$ cat config.mk
export PLATFORM = sky130hd
export DESIGN_NAME = fir_seq_ctrl
export DESIGN_NICKNAME = d
export VERILOG_FILES = /design/src/rtl/fir_seq_pkg.sv /design/src/rtl/fir_rd_ptr.sv /design/src/rtl/fir_seq_ctrl.sv
export SDC_FILE = /design/constraint.sdc
export NUM_CORES = 1
export LEC_CHECK = 0
export CORE_AREA = 4 4 77 79
export DETAILED_ROUTE_END_ITERATION = 10
export DIE_AREA = 0 0 81 83
export GPL_ROUTABILITY_DRIVEN = 0
export GPL_TIMING_DRIVEN = 0
export PLACE_DENSITY = 0.82
export SYNTH_ARGS = -nofsm -noshare
export SYNTH_HDL_FRONTEND = slang
export SYNTH_HIERARCHICAL = 1
export SYNTH_SLANG_ARGS = --single-unit
export TNS_END_PERCENT = 50
$ cat constraint.sdc
create_clock -name clk -period 2.95 [get_ports clk]
set_clock_uncertainty 0.1 [all_clocks]
set_input_delay 0.4425 -clock clk [delete_from_list [all_inputs] [get_ports clk]]
set_output_delay 0.4425 -clock clk [all_outputs]
set_load 0.01 [all_outputs]
$ cat src/rtl/fir_seq_pkg.sv
// Shared types and default constants for the FIR band-filter sequencer.
package fir_seq_pkg;

  // Default datapath geometry
  localparam int unsigned NUM_TAPS = 1021;
  localparam int unsigned Q_DEPTH  = 1536;
  localparam int unsigned ADDR_W   = 11;
  localparam int unsigned COEF_W   = 10;

  // Sequencer states
  typedef enum logic [2:0] {
    IDLE  = 3'd0,
    CLR   = 3'd1,
    RUN   = 3'd2,
    DRAIN = 3'd3,
    DONE  = 3'd4
  } state_t;

endpackage

$ cat src/rtl/fir_rd_ptr.sv
// Modular read-pointer counter for the circular sample queue: load, increment, wrap at Q_DEPTH.
module fir_rd_ptr #(
  parameter int unsigned Q_DEPTH = fir_seq_pkg::Q_DEPTH,
  parameter int unsigned ADDR_W  = fir_seq_pkg::ADDR_W
) (
  input  logic              clk,
  input  logic              rst,
  input  logic              load,
  input  logic              inc,
  input  logic [ADDR_W-1:0] load_val,
  output logic [ADDR_W-1:0] ptr
);

  localparam logic [ADDR_W-1:0] LAST = ADDR_W'(Q_DEPTH - 1);

  // Pointer register; load has priority over increment
  always_ff @(posedge clk) begin
    if (rst) begin
      ptr <= '0;
    end else if (load) begin
      ptr <= load_val;
    end else if (inc) begin
      ptr <= (ptr == LAST) ? '0 : ptr + ADDR_W'(1);
    end
  end

endmodule

$ cat src/rtl/fir_seq_ctrl.sv
// Sequencer for the shared FIR band-filter datapath.
// On each accepted sample it clears the accumulators, walks the full coefficient
// window over the queue, and flags when the filter sums are ready.
// Optional feature: define FIR_SEQ_OVR_EN to build the sticky overrun flag;
// otherwise overrun is tied low.
module fir_seq_ctrl #(
  parameter int unsigned NUM_TAPS = fir_seq_pkg::NUM_TAPS,
  parameter int unsigned Q_DEPTH  = fir_seq_pkg::Q_DEPTH,
  parameter int unsigned ADDR_W   = fir_seq_pkg::ADDR_W,
  parameter int unsigned COEF_W   = fir_seq_pkg::COEF_W
) (
  input  logic              clk,
  input  logic              rst,
  input  logic              smpl_vld,
  input  logic [ADDR_W-1:0] new_ptr,
  output logic              sequencing,
  output logic              accum_clr,
  output logic              mac_en,
  output logic [COEF_W-1:0] coef_addr,
  output logic [ADDR_W-1:0] rd_addr,
  output logic              res_vld,
  output logic              busy,
  output logic              overrun
);

  import fir_seq_pkg::*;

  localparam int unsigned FILL_W  = $clog2(NUM_TAPS + 1);
  localparam int unsigned FILL_XW = FILL_W + 1;
  localparam int unsigned EXT_W   = ADDR_W + 1;
  localparam int unsigned SPAN    = NUM_TAPS - 1;

  localparam logic [COEF_W-1:0] COEF_LAST = COEF_W'(NUM_TAPS - 1);

  state_t              state;
  state_t              state_nxt;
  logic [FILL_W-1:0]   fill_cnt;
  logic [FILL_W-1:0]   fill_nxt;
  logic [FILL_XW-1:0]  fill_inc_c;
  logic [COEF_W-1:0]   coef_nxt;
  logic                seq_nxt;
  logic                clr_nxt;
  logic                res_nxt;
  logic                busy_nxt;
  logic                load_c;
  logic                inc_c;
  logic [EXT_W-1:0]    ptr_ext_c;
  logic [ADDR_W-1:0]   start_ptr_c;

  // Oldest sample of the window ending at new_ptr, modulo the queue depth
  always_comb begin
    ptr_ext_c   = EXT_W'(new_ptr);
    start_ptr_c = '0;
    if (ptr_ext_c >= EXT_W'(SPAN)) begin
      start_ptr_c = ADDR_W'(ptr_ext_c - EXT_W'(SPAN));
    end else begin
      start_ptr_c = ADDR_W'(ptr_ext_c + EXT_W'(Q_DEPTH) - EXT_W'(SPAN));
    end
  end

  // State register
  always_ff @(posedge clk) begin
    if (rst) begin
      state <= IDLE;
    end else begin
      state <= state_nxt;
    end
  end

  // Next-state, fill count, coefficient walk and next-cycle output values
  always_comb begin
    state_nxt  = state;
    fill_nxt   = fill_cnt;
    coef_nxt   = coef_addr;
    load_c     = 1'b0;
    inc_c      = 1'b0;
    fill_inc_c = FILL_XW'(fill_cnt) + FILL_XW'(1);

    case (state)
      IDLE: begin
        if (smpl_vld) begin
          if (fill_inc_c < FILL_XW'(NUM_TAPS)) begin
            fill_nxt = fill_cnt + FILL_W'(1);
          end else begin
            fill_nxt  = FILL_W'(NUM_TAPS);
            load_c    = 1'b1;
            coef_nxt  = '0;
            state_nxt = CLR;
          end
        end
      end
      CLR: begin
        state_nxt = RUN;
      end
      RUN: begin
        if (coef_addr == COEF_LAST) begin
          state_nxt = DRAIN;
        end else begin
          coef_nxt = coef_addr + COEF_W'(1);
          inc_c    = 1'b1;
        end
      end
      DRAIN: begin
        state_nxt = DONE;
      end
      DONE: begin
        state_nxt = IDLE;
      end
      default: begin
        state_nxt = IDLE;
      end
    endcase

    seq_nxt  = (state_nxt == RUN);
    clr_nxt  = (state_nxt == CLR);
    res_nxt  = (state_nxt == DONE);
    busy_nxt = (state_nxt != IDLE);
  end

  // Registered outputs; mac_en trails sequencing by one cycle for the ROM/queue read latency
  always_ff @(posedge clk) begin
    if (rst) begin
      fill_cnt   <= '0;
      coef_addr  <= '0;
      sequencing <= 1'b0;
      accum_clr  <= 1'b0;
      mac_en     <= 1'b0;
      res_vld    <= 1'b0;
      busy       <= 1'b0;
    end else begin
      fill_cnt   <= fill_nxt;
      coef_addr  <= coef_nxt;
      sequencing <= seq_nxt;
      accum_clr  <= clr_nxt;
      mac_en     <= sequencing;
      res_vld    <= res_nxt;
      busy       <= busy_nxt;
    end
  end

  // Queue read address walks with the coefficient index
  fir_rd_ptr #(
    .Q_DEPTH (Q_DEPTH),
    .ADDR_W  (ADDR_W)
  ) u_rd_ptr (
    .clk      (clk),
    .rst      (rst),
    .load     (load_c),
    .inc      (inc_c),
    .load_val (start_ptr_c),
    .ptr      (rd_addr)
  );

`ifdef FIR_SEQ_OVR_EN
  // Sticky flag: a sample arrived while a window was still in flight
  always_ff @(posedge clk) begin
    if (rst) begin
      overrun <= 1'b0;
    end else if (smpl_vld && (state != IDLE)) begin
      overrun <= 1'b1;
    end
  end
`else
  assign overrun = 1'b0;
`endif

endmodule

Word level (Yosys, flattened, before mapping) --
Index checks and enable logic that the tools add are counted.
Word-level totals: register bits 39, bits in latches 0, memory bits (writable) 0, bits in read-only memories 0, input bits 14, logic and storage cells 53, memories 0
Operators by class: add/sub/neg operators 7, multipliers 0, divide/modulo/power cells 0, magnitude comparators 2, equality and inequality tests 11, shift operators 0, mux-type cells 18, bitwise gates (word level) 0, reduce and logical (&&, ||, !) cells 6
Operators with widths (number):
- $mux W11 | 4
- $mux W10 | 4
- $sub A11 B10 Y11 const B | 2
- $add A10 B1 Y10 const B | 2
- $pmux W10 S2 | 1
- $pmux W3 S4 | 1
- $add A10 B1 Y11 const B | 1
- $add A11 B1 Y11 const B | 1
- $add A11 B11 Y11 const B | 1
- $eq A11 B11 Y1 const B | 1
- $ge A11 B10 Y1 const B | 1
- $lt A11 B10 Y1 const B | 1
- $eq A10 B10 Y1 const B | 1
- $eq A3 B2 Y1 const B | 3
- $mux W3 | 3
- $eq A3 B1 Y1 const B | 2
- $ne A2 B2 Y1 const B | 3
- $mux W1 | 5
- $reduce_and A4 Y1 | 1
- $reduce_bool A2 Y1 | 2
- $eq A3 B3 Y1 const B | 1
- $logic_not A3 Y1 | 1
- $reduce_bool A3 Y1 | 1
- $reduce_and A2 Y1 | 1

Longest topological paths before layout --
depth after elaboration 6, depth in mapped cells 13, depth with buffers taken out 11

Modules after synthesis --
The synthesis kept the hierarchy.
By module, submodules not included:
- fir_seq_ctrl | instances 1, cells an instance 192, area each 1611.5 um2, seq. area each 560.5 um2
- fir_rd_ptr | instances 1, cells an instance 81, area each 673.1 um2, seq. area each 220.2 um2

Least setup slack after synthesis --
No wires, ideal clock.
kind reg2reg, start point register fill_cnt[0], end point register u_rd_ptr.ptr[0], arrival time 2728 ps, setup slack 51 ps, cell stages (with the launch flop) 13, buffers on the path 3, cells stage by stage dfxtp_1 > ha_1 > clkbuf_1 > nand2b_1 > nor4b_1 > o32ai_1 > o41ai_4 > nand2_2 > inv_2 > buf_2 > clkbuf_1 > a22oi_1 > a21oi_1
On the way: word-level cells in the longest chain between the ends 6, elaborated cells on any way between the ends 7, those cells by class add/sub: 1; order compare: 1; mux: 4; reduce/logical: 1
Ends and longest elaborated chain:
- from (decl) | RTL line fir_seq_ctrl.sv:37 | logic [FILL_W-1:0] fill_cnt;
- from (signal assigned) | RTL line fir_seq_ctrl.sv:131 | fill_cnt <= fill_nxt;
- $add A10 B1 Y11 (*) | RTL line fir_seq_ctrl.sv:77 | fill_inc_c = FILL_XW'(fill_cnt) + FILL_XW'(1);
- $lt A11 B10 Y1 (*) | RTL line fir_seq_ctrl.sv:82 | if (fill_inc_c < FILL_XW'(NUM_TAPS)) begin
- $mux W1 (*) | RTL line fir_seq_ctrl.sv:82
- $mux W1 (*) | RTL line fir_seq_ctrl.sv:81 | if (smpl_vld) begin
- $mux W1 (*) | RTL line fir_seq_ctrl.sv:79 | case (state)
- via load_c | RTL line fir_seq_ctrl.sv:45 | logic load_c;
- $mux W11 or $reduce_bool A2 Y1 (tied branches)
- to (signal assigned) | RTL line fir_rd_ptr.sv:21 | ptr <= load_val;
- to (signal assigned) | RTL line fir_rd_ptr.sv:23 | ptr <= (ptr == LAST) ? '0 : ptr + ADDR_W'(1);
- to (decl) | RTL line fir_rd_ptr.sv:11 | output logic [ADDR_W-1:0] ptr
Mark *: on every way through the listed nets, which the timed path passes. The rest lies on a longest branch. A chain may end at the register's enable or synchronous reset.

Worst setup path in the final report --
Ends and elaborated chain as after synthesis.

==> impl_metrics.json <==
{
  "core-area_um2": 5340,
  "grt_pass1_vias": 2081,
  "synth_ff_type": "dfxtp_1",
  "p_leak_nw": 0.989,
  "fillers": 511,
  "synth_area_per_cell_um2": 8.37,
  "io_pins": 41,
  "synth_nets": 292,
  "yosys.area_share.simple": 0.312,
  "synthToLayoutAreaGrowth_pct": 27.7,
  "max_freq_ghz": 0.370,
  "fin_setup_tns_ns": 0,
  "synth.top_cell.area_share": 0.342,
  "start_kind": "register",
  "grt_start_max_net_pins": 13,
  "netlist_instances": 273,
  "drt-total-wl_mm": 5.60,
  "n_antenna_cell": 0,
  "die_w_um": 81,
  "cts_tree": "done",
  "synth_xor_area_frac": 0.0843,
  "synth_compound_area_frac": 0.196,
  "avgRoutedWirePerCell_um": 14.2,
  "crit_slowest_cell": "dfxtp_2",
  "final_cells": 394,
  "cts_made_buffers": 5,
  "drive_gt1_frac": 0.124,
  "powerDensity_nw_per_um2": 330,
  "htreeDepth": 2,
  "ys_top_cells_by_area": "dfxtp_1, nor3_1, xnor2_1, nand2_1, a21oi_1",
  "status": "finished, final reports clean",
  "ant_nets": 0,
  "crit_type": "reg -> reg",
  "die-height_um": 83,
  "gr-total-overflow": 0,
  "initial_core_util": 0.428,
  "utilization": 0.546,
  "clk_pin_slew_ns": 0.08,
  "path_delay_family": "compound AO/OA/AOI/OAI gates",
  "worst-endpoint-arrival_ns": 2.83,
  "cts_root_buf": "clkbuf_8",
  "setup_violations": 0,
  "cp_cell_sequence": "ha_4, a21oi_1, o21ba_2, o32ai_2, o41ai_4, nand2_2, clkinv_4, inv_1, o311a_4, or2b_1, a21oi_1",
  "yosysWarningCount": 6,
  "grt_setup_unrepaired": "no",
  "synth_top_family_by_area": "simple AND/OR/NAND/NOR gates",
  "synth_edf_count": 0,
  "synth_fa_ha_area_frac": 0.0274,
  "postCtsHoldBufs": 0,
  "clockBufferDepth": 2,
  "r2r-start": "fill_cnt[0]$_SDFFE_PP0P_",
  "clkSinkCount": 39,
  "yosysMostFrequentCell": "dfxtp_1",
  "vias": 2205,
  "crit_path_frequent_cell": "a21oi_1",
  "crit_fanout": 10,
  "seq_area_frac_synth": 0.342,
  "slowest_delay_ns": 0.42,
  "required_ns": 3.07,
  "synth_area_leader_cell": "dfxtp_1",
  "drc_errors": 0,
  "async_reset_ff_frac": 0,
  "firstDrtPassIters": 4,
  "clock_latency_ns": 0.29,
  "synth-seq-cells": 39,
  "finalHoldWorstSlack_ns": 0.369,
  "cp-end-kind": "register",
  "power_mw": 0.961,
  "drv_slew": 0,
  "placedCellCount": 384,
  "worst_pin_slew_ns": 0.687,
  "peakVddDrop_mv": 0.191,
  "viasPerCell": 5.60,
  "post-route-period-util": 0.916,
  "max_slew_margin": 0.536,
  "hold_viol_final": 0,
  "min_from": "sequencing$_SDFF_PP0_",
  "rows": 27,
  "antenna_found_initial": 0,
  "syn_area_um2": 2280,
  "finalCriticalPeriod_ns": 2.70,
  "io_buffers": 39,
  "groute.usage.overall": 0.174,
  "critical_path_buf_inv_count": 2,
  "yosysUniqueCellTypes": 57,
  "drtIter0Drc": 123,
  "grt_first_pass_wirelength_mm": 9.45,
  "crit_start": "fill_cnt[0]$_SDFFE_PP0P_",
  "muxShareOfSynthArea": 0,
  "max-cap-violations": 0,
  "synth_common_cells": "dfxtp_1, nand2_1, nor3_1, a21oi_1, nor2_1",
  "hold_path_class": "reg -> reg",
  "dieArea_um2": 6720,
  "place_hpwl_mm": 4.10,
  "fin_nets": 340
}
-- sequential cells by signal, indices dropped and copies added (netlist names) --
| name | count |
|---|---|
| mac_en | 1 |
| fill_cnt | 10 |
| coef_addr | 10 |
| state | 3 |
| u_rd_ptr/ptr | 11 |
| busy | 1 |
| accum_clr | 1 |
| sequencing | 1 |
| res_vld | 1 |
-- final cells by class --
class	count	area, um^2	share of cell area
Buffer	10	45.0	0.0154
Tap cell	72	90.1	0.0309
Inverter	9	38.8	0.0133
Clock inverter	3	15.0	0.00515
Clock buffer	5	68.8	0.0236
Timing Repair Buffer	43	420	0.144
Multi-Input combinational cell	213	1450	0.498
Sequential cell	39	786	0.269
-- kinds of logic after synthesis --
group | after synthesis
other | 1
buffers and inverters | 21
flip-flops | 39
adder cells (fa/ha/maj) | 5
AO/OA/AOI/OAI | 59
XOR/XNOR | 22
AND/OR/NAND/NOR | 126
-- metrics by stage --
step | cell area, um^2 | setup WS [ns]
finish | 2920 | 0.248
global route | 2920 | 0.0570
CTS | 2890 | 0.00429
detailed placement | 2770 | -0.536
global placement | 2770 | -0.471
floorplan | 2280 | 0.0510
-- repair_timing --
action | 4_1_cts | 5_1_grt
endpoints found under the setup margin | 11 | 11
gates cloned | 0 | 0
pin swaps | 1 | 0
endpoints found under the hold margin | 0 | 0
buffers inserted | 1 | 3
resized for setup | 11 | 4
-- worst paths after layout --
check,slack (ns),depth (start not counted),to
max,0.25,11,u_rd_ptr/ptr[0]$_SDFFE_PP0P_
min,0.37,1,mac_en$_SDFF_PP0_
max reg2reg,0.25,11,u_rd_ptr/ptr[0]$_SDFFE_PP0P_
min reg2reg,0.37,1,mac_en$_SDFF_PP0_
-- layer usage --
| layer | GRT usage | up-vias | share of wire |
|---|---|---|---|
| met4 | 0.0584 | 0 | 0.0038 |
| met1 | 0.233 | 1044 | 0.47 |
| met5 | 0 | - | 0 |
| met2 | 0.276 | 63 | 0.49 |
| met3 | 0.0336 | 4 | 0.044 |
| li1 | - | 1094 | - |
-- where the power goes --
part | switching (mW) | internal [mW] | total, mW
clock | 0.191 | 0.162 | 0.353
sequential | 0.00491 | 0.529 | 0.534
combinational | 0.0399 | 0.0355 | 0.0754
-- layout by cell type (no fill, tap or decap), types with 3 or more instances in the layout --
master / n
nor3b_1: 7
a31oi_1: 4
nor4_1: 5
clkinv_2: 3
dfxtp_1: 35
buf_4: 5
nand2b_1: 4
ha_1: 4
a211oi_1: 3
xor2_1: 10
clkbuf_1: 6
a21oi_1: 18
nor3_1: 21
nand2_1: 24
xnor2_1: 12
clkbuf_8: 5
nand4_1: 6
nand3_1: 13
and3_1: 4
clkdlybuf4s50_1: 39
inv_1: 8
dfxtp_2: 4
o21a_1: 4
and2_1: 4
nor2_1: 16
o21ai_0: 9
(Power assumes the default switching activity.)
